$ cat config.mk
export PLATFORM = sky130hd
export DESIGN_NAME = imm_scatter_encoder_flat
export DESIGN_NICKNAME = d
export VERILOG_FILES = /design/src/rtl/imm_scatter_encoder_if.sv /design/src/rtl/imm_scatter_encoder.sv /design/src/flat_wrapper.sv
export SDC_FILE = /design/constraint.sdc
export NUM_CORES = 1
export LEC_CHECK = 0
export CORE_ASPECT_RATIO = 1.25
export CORE_MARGIN = 1
export CORE_UTILIZATION = 45
export CTS_BUF_LIST = sky130_fd_sc_hd__clkbuf_16
export DETAILED_ROUTE_END_ITERATION = 10
export GPL_TIMING_DRIVEN = 0
export PLACE_DENSITY = 0.77
export REMOVE_ABC_BUFFERS = 1
export SYNTH_ARGS = -nofsm -noshare
export SYNTH_HDL_FRONTEND = slang
export SYNTH_SLANG_ARGS = --single-unit
export TNS_END_PERCENT = 20
$ cat constraint.sdc
create_clock -name clk -period 2.35 [get_ports clk]
set_input_delay 0.3525 -clock clk [delete_from_list [all_inputs] [get_ports clk]]
set_output_delay 0.3525 -clock clk [all_outputs]
set_load 0.02 [all_outputs]
$ cat src/rtl/imm_scatter_encoder_if.sv
// Request/response bundle for the immediate scatter encoder.
// The encoder takes the slave side. A loader or stimulus generator takes the master side.
interface imm_scatter_encoder_if;
   logic               in_valid;
   logic               in_ready;
   logic [2:0]         in_fmt;
   logic [6:0]         in_opcode;
   logic [4:0]         in_rd;
   logic [2:0]         in_funct3;
   logic [4:0]         in_rs1;
   logic [4:0]         in_rs2;
   logic signed [31:0] in_imm;
   logic               out_valid;
   logic               out_ready;
   logic [31:0]        out_instr;
   logic [2:0]         out_err;

   modport master (
      output in_valid, in_fmt, in_opcode, in_rd, in_funct3, in_rs1, in_rs2, in_imm, out_ready,
      input  in_ready, out_valid, out_instr, out_err
   );

   modport slave (
      input  in_valid, in_fmt, in_opcode, in_rd, in_funct3, in_rs1, in_rs2, in_imm, out_ready,
      output in_ready, out_valid, out_instr, out_err
   );
endinterface

$ cat src/rtl/imm_scatter_encoder.sv
// Scatters a signed immediate into the RISC-V I/S/B/U/J layout.
// Stage p1 registers the fields and range-checks them. Stage p2 assembles the word.
module imm_scatter_encoder #(
   parameter int ERRCNT_W = 16
) (
   input  logic                clk,
   input  logic                reset,
   imm_scatter_encoder_if.slave bus,
   output logic [ERRCNT_W-1:0] err_cnt
);

   localparam logic [2:0] FMT_I = 3'd0;
   localparam logic [2:0] FMT_S = 3'd1;
   localparam logic [2:0] FMT_B = 3'd2;
   localparam logic [2:0] FMT_U = 3'd3;
   localparam logic [2:0] FMT_J = 3'd4;

   // Flags are {fmt_illegal, misaligned, out_of_range}.
   function automatic logic [2:0] check_imm(input logic [2:0] fmt, input logic signed [31:0] imm);
      logic [2:0] flags;
      flags = 3'b000;
      case (fmt)
         FMT_I, FMT_S: flags[0] = (imm < -32'sd2048) || (imm > 32'sd2047);
         FMT_B: begin
            flags[0] = (imm < -32'sd4096) || (imm > 32'sd4094);
            flags[1] = imm[0];
         end
         FMT_J: begin
            flags[0] = (imm < -32'sd1048576) || (imm > 32'sd1048574);
            flags[1] = imm[0];
         end
         FMT_U:   flags[0] = (imm[11:0] != 12'd0);
         default: flags[2] = 1'b1;
      endcase
      return flags;
   endfunction

   function automatic logic [31:0] scatter(
      input logic [2:0] fmt, input logic [6:0] opcode, input logic [4:0] rd,
      input logic [2:0] funct3, input logic [4:0] rs1, input logic [4:0] rs2,
      input logic signed [31:0] imm
   );
      case (fmt)
         FMT_I:   return {imm[11:0], rs1, funct3, rd, opcode};
         FMT_S:   return {imm[11:5], rs2, rs1, funct3, imm[4:0], opcode};
         FMT_B:   return {imm[12], imm[10:5], rs2, rs1, funct3, imm[4:1], imm[11], opcode};
         FMT_U:   return {imm[31:12], rd, opcode};
         FMT_J:   return {imm[20], imm[10:1], imm[11], imm[19:12], rd, opcode};
         default: return 32'h0000_0000;
      endcase
   endfunction

   function automatic logic [ERRCNT_W-1:0] sat_inc(input logic [ERRCNT_W-1:0] cnt);
      return (&cnt) ? cnt : cnt + {{(ERRCNT_W-1){1'b0}}, 1'b1};
   endfunction

   logic               vld_p1, vld_p2;
   logic               adv_p1, adv_p2;
   logic [2:0]         fmt_p1;
   logic [6:0]         opcode_p1;
   logic [4:0]         rd_p1, rs1_p1, rs2_p1;
   logic [2:0]         funct3_p1;
   logic signed [31:0] imm_p1;
   logic [2:0]         err_p1;
   logic [31:0]        instr_p2;
   logic [2:0]         err_p2;

   assign adv_p2       = !vld_p2 || bus.out_ready;
   assign adv_p1       = !vld_p1 || adv_p2;
   assign bus.in_ready = adv_p1;

   // ---- stage p1: capture request and flag range errors ----
   always_ff @(posedge clk) begin
      if (reset) vld_p1 <= 1'b0;
      else if (adv_p1) vld_p1 <= bus.in_valid;
   end

   always_ff @(posedge clk) begin
      if (adv_p1 && bus.in_valid) begin
         fmt_p1    <= bus.in_fmt;
         opcode_p1 <= bus.in_opcode;
         rd_p1     <= bus.in_rd;
         funct3_p1 <= bus.in_funct3;
         rs1_p1    <= bus.in_rs1;
         rs2_p1    <= bus.in_rs2;
         imm_p1    <= bus.in_imm;
         err_p1    <= check_imm(bus.in_fmt, bus.in_imm);
      end
   end

   // ---- stage p2: assemble the instruction word ----
   always_ff @(posedge clk) begin
      if (reset) begin
         vld_p2   <= 1'b0;
         instr_p2 <= 32'h0000_0000;
         err_p2   <= 3'b000;
      end else if (adv_p2) begin
         vld_p2 <= vld_p1;
         if (vld_p1) begin
            instr_p2 <= scatter(fmt_p1, opcode_p1, rd_p1, funct3_p1, rs1_p1, rs2_p1, imm_p1);
            err_p2   <= err_p1;
         end
      end
   end

   always_ff @(posedge clk) begin
      if (reset) err_cnt <= '0;
      else if (vld_p2 && bus.out_ready && (err_p2 != 3'b000)) err_cnt <= sat_inc(err_cnt);
   end

   assign bus.out_valid = vld_p2;
   assign bus.out_instr = instr_p2;
   assign bus.out_err   = err_p2;

endmodule
$ cat src/flat_wrapper.sv
// flat-port wrapper written by rule: the top's interface ports become plain ports
module imm_scatter_encoder_flat 
#(
   parameter int ERRCNT_W = 16
)
  (clk, reset, err_cnt, bus_in_valid, bus_in_fmt, bus_in_opcode, bus_in_rd, bus_in_funct3, bus_in_rs1, bus_in_rs2, bus_in_imm, bus_out_ready, bus_in_ready, bus_out_valid, bus_out_instr, bus_out_err);
  imm_scatter_encoder_if bus_i ();
  input  logic clk;
  input  logic reset;
  output logic [ERRCNT_W-1:0] err_cnt;
  input wire logic [$bits(bus_i.in_valid)-1:0] bus_in_valid;
  input wire logic [$bits(bus_i.in_fmt)-1:0] bus_in_fmt;
  input wire logic [$bits(bus_i.in_opcode)-1:0] bus_in_opcode;
  input wire logic [$bits(bus_i.in_rd)-1:0] bus_in_rd;
  input wire logic [$bits(bus_i.in_funct3)-1:0] bus_in_funct3;
  input wire logic [$bits(bus_i.in_rs1)-1:0] bus_in_rs1;
  input wire logic [$bits(bus_i.in_rs2)-1:0] bus_in_rs2;
  input wire logic [$bits(bus_i.in_imm)-1:0] bus_in_imm;
  input wire logic [$bits(bus_i.out_ready)-1:0] bus_out_ready;
  output wire logic [$bits(bus_i.in_ready)-1:0] bus_in_ready;
  output wire logic [$bits(bus_i.out_valid)-1:0] bus_out_valid;
  output wire logic [$bits(bus_i.out_instr)-1:0] bus_out_instr;
  output wire logic [$bits(bus_i.out_err)-1:0] bus_out_err;
  assign bus_i.in_valid = bus_in_valid;
  assign bus_i.in_fmt = bus_in_fmt;
  assign bus_i.in_opcode = bus_in_opcode;
  assign bus_i.in_rd = bus_in_rd;
  assign bus_i.in_funct3 = bus_in_funct3;
  assign bus_i.in_rs1 = bus_in_rs1;
  assign bus_i.in_rs2 = bus_in_rs2;
  assign bus_i.in_imm = bus_in_imm;
  assign bus_i.out_ready = bus_out_ready;
  assign bus_in_ready = bus_i.in_ready;
  assign bus_out_valid = bus_i.out_valid;
  assign bus_out_instr = bus_i.out_instr;
  assign bus_out_err = bus_i.out_err;
  imm_scatter_encoder #(.ERRCNT_W(ERRCNT_W)) u_core (.clk(clk), .reset(reset), .bus(bus_i), .err_cnt(err_cnt));
endmodule
# ---- Word-level counts from Yosys, hierarchy flattened
# Cells that the tools add are included.
dict set report word_totals {
  ff_bits 116
  word_cells 53
}
dict set report classes {
  muxes 3
  n_eq_ne 8
  n_reduce_logical 20
  add_sub_neg 1
  n_bitwise 1
  magnitude_cmp 6
}
# cell count
set ops {}
lappend ops {{one-hot mux 32 bit (5 select lines)} 1}
lappend ops {{> comparator 32 x 12 -> 1 bit (second input constant)} 1}
lappend ops {{> comparator 32 x 13 -> 1 bit (second input constant)} 1}
lappend ops {{> comparator 32 x 21 -> 1 bit (second input constant)} 1}
lappend ops {{less-than comparator 32 x 12 -> 1 bit (second input constant)} 1}
lappend ops {{less-than comparator 32 x 13 -> 1 bit (second input constant)} 1}
lappend ops {{less-than comparator 32 x 21 -> 1 bit (second input constant)} 1}
lappend ops {{adder 16 x 1 -> 16 bit (second input constant)} 1}
lappend ops {{AND reduction 16 bit} 1}
lappend ops {{== test 3 x 2 -> 1 bit (second input constant)} 4}
lappend ops {{nonzero test 12 bit} 1}
lappend ops {{== test 3 x 1 -> 1 bit (second input constant)} 2}
lappend ops {{== test 3 bit (second input constant)} 2}
lappend ops {{logical NOT 3 bit} 2}
lappend ops {{logical OR 1 bit} 5}
lappend ops {{OR reduction 5 bit} 1}
lappend ops {{one-hot mux 1 bit (4 select lines)} 1}
lappend ops {{AND reduction 2 bit} 2}
lappend ops {{OR reduction 2 bit} 2}
lappend ops {{logical AND 1 bit} 3}
lappend ops {{nonzero test 3 bit} 1}
lappend ops {{logical NOT 1 bit} 2}
lappend ops {{two-way mux 1 bit} 1}
lappend ops {{NOT 1 bit} 1}

# ---- Depth between registers and ports, before layout
# Gate-level depths: netlist of the first run.
dict set report depth {
  word_depth 4
  mapped_depth 8
}

# ---- Worst setup path after synthesis of the first run
# OpenSTA, ideal clock, no wires.
dict set report synth_path {
  kind {register to register}
  startpoint {register u_core.vld_p2 (netlist: u_core.bus.out_valid)}
  endpoint {register u_core.err_p1[0], enable pin}
  path_stages_with_launch 4
  n_path_buf 0
  path_slack_ns -0.367
  period_less_slack_ns 2.717
  t_required_ns 1.922
  arrival_ns 2.290
  path_cell_list {dfxtp_1 > nor2b_1 > nand2_1 > and2_1}
}
dict set report synth_via {
  elab_chain_cells 4
}
# element line
set synth_lines {}
lappend synth_lines {{from (decl)} imm_scatter_encoder.sv:57} ;# logic vld_p1, vld_p2;
lappend synth_lines {{from (signal assigned)} imm_scatter_encoder.sv:98} ;# vld_p2 <= vld_p1;
lappend synth_lines {{logical NOT 1 bit} imm_scatter_encoder.sv:68} ;# assign adv_p2 = !vld_p2 || bus.out_ready;
lappend synth_lines {{logical OR 1 bit} imm_scatter_encoder.sv:68}
lappend synth_lines {{logical OR 1 bit} imm_scatter_encoder.sv:69} ;# assign adv_p1 = !vld_p1 || adv_p2;
lappend synth_lines {{via bus_in_ready} flat_wrapper.sv:20} ;# output wire logic [$bits(bus_i.in_ready)-1:0] bus_in_ready;
lappend synth_lines {{logical AND 1 bit} imm_scatter_encoder.sv:79} ;# if (adv_p1 && bus.in_valid) begin
lappend synth_lines {{to (signal assigned)} imm_scatter_encoder.sv:87} ;# err_p1 <= check_imm(bus.in_fmt, bus.in_imm);
lappend synth_lines {{to (decl)} imm_scatter_encoder.sv:64} ;# logic [2:0] err_p1;
# The timed path passes the listed nets, and every way through them passes these cells.
# A chain may end at the register's enable or synchronous reset.

# ---- Worst setup path after layout of the first run
dict set report layout_path {
  startpoint {input port bus_out_ready}
  endpoint {output port bus_in_ready}
}
dict set report layout_via {
  elab_chain_cells 2
}
# element line
set layout_lines {}
lappend layout_lines {{from (decl)} flat_wrapper.sv:19} ;# input wire logic [$bits(bus_i.out_ready)-1:0] bus_out_ready;
lappend layout_lines {{logical OR 1 bit} imm_scatter_encoder.sv:68}
lappend layout_lines {{logical OR 1 bit} imm_scatter_encoder.sv:69}
lappend layout_lines {{to (decl)} flat_wrapper.sv:20}
# Every way passes these cells.

==> flow_summary_export.csv, run 1 <==
group,metric,value,unit
setup_path,worstSetupPathType,"input pin to output pin",
setup_path,path_max_fanout,5,
setup_path,path_buf_inv,2,
drt,dr.pass1.iters,5,
clock_network,clock_latency,0.41,ns
pwr,p_int,0.00419,W
worst_hold_path,min_from,"reset",
floorplanning,fp.dieH,117,um
clock_network,clock_sinks,116,
worst_hold_path,min_path_cells,2,
drt,drt-initial-drc-count,292,
finish,nFillCells,778,
global_route,grt_max_degree,42,
job,max_cap_viol_count,0,
finish,seq_area,0.00295,mm2
finish,nets,609,
sta,finClkSkew,0.00730,ns
drt,wl_per_cell,17.1,um
logic_synthesis,ys_warn_count,0,
clock_network,max-clock-path-buffers,2,
sta,drv_slew,0,
sta,slew-limit-headroom,47.8,%
setup_path,cp-end-kind,"output pin",
pwr,power_density,807,mW/mm2
drt,viasPerCell,5.75,
pwr,p_seq_share,42.5,%
clock_network,cts_made_buffers,17,
setup_path,cp_top_family,"buffers and inverters",
setup_path,crit_path_start,"bus_out_ready",
floorplanning,io_pins,117,
setup_path,cpMostUsedCell,"clkdlybuf4s50_1",
clock_network,clkSlewWorstSetupHoldPaths,0.06,ns
setup_path,r2r_start,"u_core.bus.out_valid$_SDFFE_PP0P_",
sta,finalHoldViolCount,0,
drt,ant_nets,0,
setup_path,critPathMaxStageDelay,0.56,ns
sta,fmax,449,MHz
pwr,clockPowerShare,48.0,%
drt,drcViolationCount,0,
global_route,antenna_found_initial,0,
clock_network,hold_buffers,0,
floorplanning,initial_core_util,47.0,%
setup_path,crit_path_start_kind,"input pin",
global_route,grt_pass1_vias,3831,
sta,min_period,2.23,ns
setup_path,slowest_stage,"clkdlybuf4s50_1",
pwr,p_leak,2.30,nW
sta,min_period_over_period,94.8,%
clock_network,cts_tree,"yes",
setup_path,cp_cell_sequence,"clkdlybuf4s50_1, nor2b_1, nand2_1, clkdlybuf4s50_1",
logic_synthesis,syn_area,0.00480,mm2
pwr,sw_frac_of_total,23.3,%
placement,place_ws,-0.162,ns
setup_path,worstSetupPathDepth,4,
setup_path,rr_worst_depth,5,
sta,worst_slack,0.123,ns
logic_synthesis,synth_cell_types,43,
pwr,irDropWorstVdd,0.000473,V
floorplanning,dieArea,0.0111,mm2
global_route,grt.total_usage,21.8,%
run_status,status,"complete, no violations",
finish,area_growth,40.9,%
logic_synthesis,ys_seq_area_share,61.5,%
setup_path,cp.required,2.00,ns
placement,hpwl,8.09,mm
floorplanning,core_area,0.0102,mm2
sta,finalSetupViolCount,0,
placement,place.port_buffers,116,
pwr,switchingPower,0.00127,W
finish,n_antenna_cell,0,
finish,drive_above_1_share,10.1,%
sta,rsz0062_at_grt,"false",
drt,routed_wirelength,11.7,mm
finish,multi_input_area,0.00174,mm2
global_route,grt-ovfl-total,0,
floorplanning,die_w,94.4,um
pwr,combPwrFrac,9.5,%
placement,gp_congestion,0.867,
worst_hold_path,min_path_type,"input pin to register",
sta,tightest_slew,0.782,ns
setup_path,cp.arrival,1.87,ns
sta,tns,0,ns
global_route,grt_pass1_wl,18.5,mm
logic_synthesis,synthCells,425,
floorplanning,rows,41,
logic_synthesis,avgSynthCellArea,11.3,um2
clock_network,cts_max_level,4,
setup_path,r2r_slack,0.33,ns
drt,num_vias,3947,
logic_synthesis,ys_ff_latch,116,
clock_network,cts_root_buf,"clkbuf_16",
-- registers in the layout, indices dropped and copies added, names as in the netlist, 5 cells and up --
| register | flops |
|---|---|
| u_core.rs2_p1 | 5 |
| u_core.imm_p1 | 32 |
| u_core.bus.out_instr | 32 |
| u_core.opcode_p1 | 7 |
| u_core.err_cnt | 16 |
| u_core.rd_p1 | 5 |
| u_core.rs1_p1 | 5 |
-- cells in the final DEF, fill, tap and decap left out, drive strengths merged, types with 10 or more instances in the layout --
master / Yosys / routed
clkdlybuf4s50: 0 / 115
edfxtp: 63 / 63
dfxtp: 53 / 53
nor2: 53 / 53
a22oi: 25 / 25
nand2: 24 / 24
o21ai: 21 / 21
a21oi: 18 / 18
clkbuf: 12 / 18
nor3: 17 / 17
nor2b: 14 / 14
nand4: 12 / 12
xnor2: 12 / 12
mux2: 10 / 10
nor4: 10 / 10
-- worst paths after layout --
| kind | endpoint |
|---|---|
| min reg2reg | u_core.bus.out_instr[31]$_SDFFE_PP0P_ |
| max reg2reg | u_core.bus.out_instr[6]$_SDFFE_PP0P_ |
| max | bus_in_ready |
| min | u_core.err_cnt[2]$_SDFFE_PP0P_ |
-- per-layer routing --
layer,global-route usage (%),vias up,wire length (um),part of all wire [%]
met2,37.1,170,6060,52
met3,5.56,19,694,5.9
li1,-,1848,-,-
met5,0,-,0,0
met4,7.98,0,173,1.5
met1,26.1,1910,4790,41
-- cells in the mapped netlist (all sizes together) --
library cell	count	area [um2]
dfxtp	53	1060
and4	1	8.76
xor2	1	8.76
clkbuf	12	45.0
nor2	53	199
edfxtp	63	1890
a311oi	2	17.5
a31oi	2	12.5
mux2	10	113
a221oi	6	52.6
inv	6	22.5
buf	13	61.3
nand4	12	75.1
a2111oi	1	8.76
o311ai	1	8.76
a22oi	25	188
ha	1	12.5
o211ai	9	67.6
xnor2	12	105
o221a	1	11.3
mux2i	3	30.0
a21oi	18	93.8
and2	4	25.0
o311a	1	10.0
nor4	10	87.6
and3	4	25.0
or4	1	7.51
nor2b	14	87.6
nand2	24	90.1
or3	2	12.5
o221ai	8	70.1
o21ai	21	105
nand2b	2	12.5
nor3	17	90.1
nand3	3	15.0
a211oi	9	67.6
-- repair_timing --
action	in CTS	in global routing
endpoints found under the setup margin	2	22
buffers inserted	0	6
resized for setup	1	1
-- power by group through the flow --
stage	Clock [W]	Sequential [W]	Combinational, W
2_1_floorplan	0	0.00240	0.000169
6_report	0.00262	0.00232	0.000518
3_3_place_gp	0	0.00237	0.000471
3_5_place_dp	0	0.00237	0.000496
5_1_grt	0.00275	0.00233	0.000559
4_1_cts	0.00265	0.00233	0.000498
-- cell families (layout without fill, tap and decap cells) --
group	count (synthesis)	count (layout)	synth area share (%)
flip-flops	116	116	61.5
AO/OA/AOI/OAI	104	104	14.9
XOR/XNOR	13	13	2.37
multiplexers	13	13	2.97
buffers and inverters	31	163	2.69
AND/OR/NAND/NOR	147	147	15.3
adder cells (fa/ha/maj)	1	1	0.261
-- cell type report --
class	count	area share (%)
flip-flops and latches	116	43.7
clock inverters	15	2.70
well taps	129	2.39
repair buffers	125	18.9
inverters	6	0.333
clock buffers	17	6.29
multi-input cells	278	25.7
-- metrics by stage --
step | total power, W | hold WS (ns) | util [%] | cell area (um2) | std cells
final | 0.00546 | 0.345 | 66.2 | 6760 | 686
after CTS | 0.00547 | 0.336 | 65.6 | 6700 | 680
after global placement | 0.00284 | 0.465 | 58.9 | 6020 | 645
after detailed placement | 0.00286 | 0.482 | 59.6 | 6090 | 648
after global routing | 0.00564 | 0.361 | 66.2 | 6760 | 686
after floorplan | 0.00257 | 0.422 | - | 4690 | 400
(Power assumes the default switching activity.)
==> run 2: changes to the inputs <==
--- a/config.mk
+++ b/config.mk
@@ -5,6 +5,7 @@
 export SDC_FILE = /design/constraint.sdc
 export NUM_CORES = 1
 export LEC_CHECK = 0
+export CAP_MARGIN = 10
 export CORE_ASPECT_RATIO = 1.25
 export CORE_MARGIN = 1
 export CORE_UTILIZATION = 45
@@ -13,6 +14,7 @@
 export GPL_TIMING_DRIVEN = 0
 export PLACE_DENSITY = 0.77
 export REMOVE_ABC_BUFFERS = 1
+export SKIP_CTS_REPAIR_TIMING = 1
 export SYNTH_ARGS = -nofsm -noshare
 export SYNTH_HDL_FRONTEND = slang
 export SYNTH_SLANG_ARGS = --single-unit
==> flow_summary_export.csv, run 2 (synthesis results as in run 1) <==
group,metric,value,unit
run_status,status,"complete, no violations",
clock_network,clkSlewWorstSetupHoldPaths,0.06,ns
finish,layout_common_cells,"clkdlybuf4s50_1, edfxtp_1, dfxtp_1",
floorplanning,rows,41,
clock_network,cts_tree,"yes",
pwr,combPwrFrac,9.4,%
global_route,antenna_found_initial,0,
sta,finClkSkew,0.00805,ns
sta,rsz0062_at_grt,"false",
finish,post-route-util,66.0,%
setup_path,r2r_slack,0.20,ns
sta,tightest_slew,0.783,ns
sta,min_period_over_period,94.8,%
global_route,grt-ovfl-total,0,
setup_path,crit_path_start_kind,"input pin",
finish,n_antenna_cell,0,
finish,nFillCells,778,
clock_network,cts_root_buf,"clkbuf_16",
setup_path,path_max_fanout,5,
floorplanning,initial_core_util,47.0,%
worst_hold_path,hold-path-endpoint,"u_core.err_cnt[2]$_SDFFE_PP0P_",
setup_path,r2r_start,"u_core.fmt_p1[0]$_DFFE_PP_",
drt,routed_wirelength,11.8,mm
floorplanning,core_area,0.0102,mm2
sta,min_period,2.23,ns
placement,hpwl,8.09,mm
pwr,p_seq_share,42.6,%
floorplanning,fp.dieH,117,um
drt,dr.pass1.iters,5,
sta,fmax,449,MHz
global_route,grt_pass1_vias,3833,
worst_hold_path,min_path_cells,2,
finish,nets,605,
sta,drv_slew,0,
pwr,switchingPower,0.00127,W
clock_network,max-clock-path-buffers,2,
sta,finalHoldViolCount,0,
clock_network,cts_made_buffers,17,
sta,whs,0.349,ns
pwr,p_leak,2.29,nW
global_route,grt.total_usage,21.8,%
sta,finalSetupViolCount,0,
placement,place.port_buffers,116,
worst_hold_path,min_from,"reset",
pwr,power_density,809,mW/mm2
setup_path,worstReg2RegEnd,"u_core.bus.out_instr[30]$_SDFFE_PP0P_",
finish,layout_commonest_cell,"clkdlybuf4s50_1",
worst_hold_path,min_path_type,"input pin to register",
finish,area_growth,40.3,%
floorplanning,io_pins,117,
drt,viasPerCell,5.80,
setup_path,cp.required,2.00,ns
clock_network,cts_max_level,4,
drt,drt-initial-drc-count,322,
drt,drcViolationCount,0,
placement,gp_congestion,0.867,
pwr,sw_frac_of_total,23.3,%
finish,fin_area,0.00674,mm2
drt,ant_nets,0,
pwr,clockPowerShare,48.1,%
pwr,irDropWorstVdd,0.000472,V
drt,wl_per_cell,17.2,um
job,max_cap_viol_count,0,
setup_path,crit_path_start,"bus_out_ready",
global_route,grt_max_degree,42,
floorplanning,dieArea,0.0111,mm2
drt,num_vias,3956,
placement,placed_area,0.00609,mm2
floorplanning,die_w,94.4,um
sta,slew-limit-headroom,47.8,%
finish,drive_above_1_share,9.76,%
clock_network,clock_latency,0.40,ns
setup_path,cp.arrival,1.87,ns
global_route,grt_pass1_wl,18.5,mm
finish,multi_input_area,0.00174,mm2
setup_path,worstSetupPathType,"input pin to output pin",
setup_path,rr_worst_depth,4,
setup_path,cp-end-kind,"output pin",
finish,seq_area,0.00295,mm2
clock_network,clock_sinks,116,
pwr,p_int,0.00418,W
run 2: how the worst max path moves through the flow:
stage | to | slack (ns)
3_5_place_dp | u_core.bus.out_instr[6]$_SDFFE_PP0P_ | -0.16
5_1_grt | bus_in_ready | 0.04
6_report | bus_in_ready | 0.12
4_1_cts | u_core.bus.out_instr[30]$_SDFFE_PP0P_ | -0.06
2_1_floorplan | u_core.bus.out_instr[12]$_SDFFE_PP0P_ | -0.40
3_3_place_gp | u_core.bus.out_instr[13]$_SDFFE_PP0P_ | -1.88
run 2: final cells by class:
type / instances / area share (%)
clock buffer: 17 / 6.32
clock inverter: 15 / 2.71
inverter: 6 / 0.334
multi-input combinational: 278 / 25.9
sequential: 116 / 43.8
tap: 129 / 2.40
timing repair buffer: 121 / 18.5
run 2: per-layer routing:
layer / track usage (%) / routed length, um / vias up
met5: 0 / 0 / -
met4: 8.08 / 166 / 0
met3: 5.56 / 726 / 18
met2: 37.0 / 6080 / 185
met1: 26.2 / 4780 / 1916
li1: - / - / 1837
run 2: worst max-delay path: stages:
cell and delay [ns]:
clkdlybuf4s50_1 0.48, nor2b_1 0.36, nand2_1 0.12, clkdlybuf4s50_1 0.56
run 2: per-stage QoR:
stage	setup TNS [ns]	std cells	total power (W)	worst slack [ns]
floorplan	-29.67	400	0.00257	-0.396
global placement	-124.46	645	0.00284	-1.88
detailed placement	-1.14	648	0.00286	-0.162
CTS	-0.0891	680	0.00547	-0.0560
global route	0	682	0.00563	0.0448
finish	0	682	0.00545	0.123
run 2: power by group through the flow:
stage	combinational, W	sequential [W]	clock (W)
after floorplan	0.000169	0.00240	0
after detailed placement	0.000496	0.00237	0
final	0.000511	0.00232	0.00262
after global placement	0.000471	0.00237	0
after global routing	0.000550	0.00233	0.00275
after CTS	0.000498	0.00233	0.00265
==> run 3: changes to the inputs <==
--- a/config.mk
+++ b/config.mk
@@ -15,6 +15,7 @@
 export PLACE_DENSITY = 0.77
 export REMOVE_ABC_BUFFERS = 1
 export SKIP_CTS_REPAIR_TIMING = 1
+export SLEW_MARGIN = 20
 export SYNTH_ARGS = -nofsm -noshare
 export SYNTH_HDL_FRONTEND = slang
 export SYNTH_SLANG_ARGS = --single-unit
==> flow_summary_export.csv, run 3 (synthesis results as in run 1) <==
group,metric,value,unit
run_status,status,"complete, no violations",
clock_network,clock_sinks,116,
sta,drv_slew,0,
placement,gp_congestion,0.867,
global_route,grt_max_degree,51,
clock_network,cts_max_level,4,
clock_network,clock_latency,0.41,ns
drt,drt-initial-drc-count,328,
sta,worst_slack,0.232,ns
pwr,combPwrFrac,9.8,%
drt,dr.pass1.iters,6,
sta,finalSetupViolCount,0,
pwr,sw_frac_of_total,23.8,%
floorplanning,dieArea,0.0111,mm2
pwr,p_int,0.00408,W
global_route,grt-ovfl-total,0,
finish,post-route-util,66.2,%
clock_network,max-clock-path-buffers,2,
global_route,antenna_found_initial,0,
pwr,irDropWorstVdd,0.000455,V
placement,hpwl,8.02,mm
drt,drcViolationCount,0,
global_route,grt.total_usage,22.3,%
pwr,switchingPower,0.00128,W
drt,wl_per_cell,17.0,um
global_route,grt_pass1_vias,3922,
setup_path,cp-end-kind,"output pin",
drt,viasPerCell,5.75,
finish,drive_above_1_share,10.4,%
pwr,power_density,793,mW/mm2
sta,min_period,2.12,ns
worst_hold_path,min_path_type,"input pin to register",
sta,fmax,472,MHz
clock_network,cts_tree,"yes",
floorplanning,rows,41,
sta,finalHoldViolCount,0,
sta,finClkSkew,0.00978,ns
drt,routed_wirelength,11.6,mm
floorplanning,initial_core_util,47.0,%
sta,tightest_slew,0.842,ns
finish,nFillCells,771,
clock_network,cts_root_buf,"clkbuf_16",
finish,layout_common_cells,"clkdlybuf4s50_1, edfxtp_1, dfxtp_1",
pwr,p_leak,2.30,nW
setup_path,path_max_fanout,5,
clock_network,clkSlewWorstSetupHoldPaths,0.06,ns
placement,place_ws,-0.219,ns
finish,layout_commonest_cell,"clkdlybuf4s50_1",
setup_path,crit_path_start_kind,"input pin",
placement,place.port_buffers,116,
setup_path,cp.required,2.00,ns
finish,n_antenna_cell,0,
sta,min_period_over_period,90.1,%
drt,ant_nets,0,
job,max_cap_viol_count,0,
drt,num_vias,3946,
setup_path,cp.arrival,1.77,ns
global_route,grt_pass1_wl,19.0,mm
pwr,p_total,0.00536,W
floorplanning,die_w,94.4,um
clock_network,cts_made_buffers,17,
sta,rsz0062_at_grt,"false",
floorplanning,core_area,0.0102,mm2
floorplanning,io_pins,117,
finish,area_growth,40.8,%
pwr,p_seq_share,43.2,%
sta,tns,0,ns
floorplanning,fp.dieH,117,um
pwr,clockPowerShare,47.0,%
sta,slew-limit-headroom,43.8,%
setup_path,worstSetupPathType,"input pin to output pin",
finish,nets,609,
==> run 3: path summary, 6_finish.rpt <==
check | startpoint | endpoint | slack [ns] | depth (start not counted)
worst max-delay path | bus_out_ready | bus_in_ready | 0.23 | 4
worst min-delay path | reset | u_core.err_cnt[2]$_SDFFE_PP0P_ | 0.35 | 2
worst max register to register | u_core.fmt_p1[1]$_DFFE_PP_ | u_core.bus.out_instr[30]$_SDFFE_PP0P_ | 0.33 | 4
worst min register to register | u_core.bus.out_instr[11]$_SDFFE_PP0P_ | u_core.bus.out_instr[11]$_SDFFE_PP0P_ | 0.49 | 2
==> run 3: cell type report <==
class | count | area [um2] | share of cell area [%]
Sequential cell | 116 | 2950 | 43.7
Multi-Input combinational cell | 278 | 1740 | 25.8
Timing Repair Buffer | 125 | 1290 | 19.1
Clock buffer | 17 | 425 | 6.30
Tap cell | 129 | 161 | 2.39
Clock inverter | 15 | 160 | 2.37
Inverter | 6 | 22.5 | 0.333
==> run 3: critical path, stage by stage <==
cell,delay [ns]
clkdlybuf4s50_1,0.48
nor2b_2,0.27
nand2_1,0.11
clkdlybuf4s50_1,0.55
==> run 3: routing by layer <==
metal	track usage, %	wire length, um	part of all wire, %	vias to the layer above
li1	-	-	-	1863
met1	26.2	4680	40	1894
met2	38.9	6170	53	173
met3	5.36	660	5.7	16
met4	7.98	138	1.2	0
met5	0	0	0	-
==> run 3: power by group through the flow <==
| stage | clock network, W | registers (W) | logic [W] |
|---|---|---|---|
| floorplan | 0 | 0.00240 | 0.000169 |
| global placement | 0 | 0.00237 | 0.000471 |
| detailed placement | 0 | 0.00237 | 0.000498 |
| CTS | 0.00255 | 0.00233 | 0.000501 |
| global route | 0.00265 | 0.00233 | 0.000565 |
| finish | 0.00252 | 0.00232 | 0.000523 |
==> run 3: through the flow <==
stage / hold slack [ns] / std cells / instance area, um2
2_1_floorplan: 0.422 / 400 / 4690
3_3_place_gp: 0.465 / 645 / 6020
3_5_place_dp: 0.481 / 648 / 6100
4_1_cts: 0.341 / 680 / 6680
5_1_grt: 0.363 / 686 / 6760
6_report: 0.347 / 686 / 6760
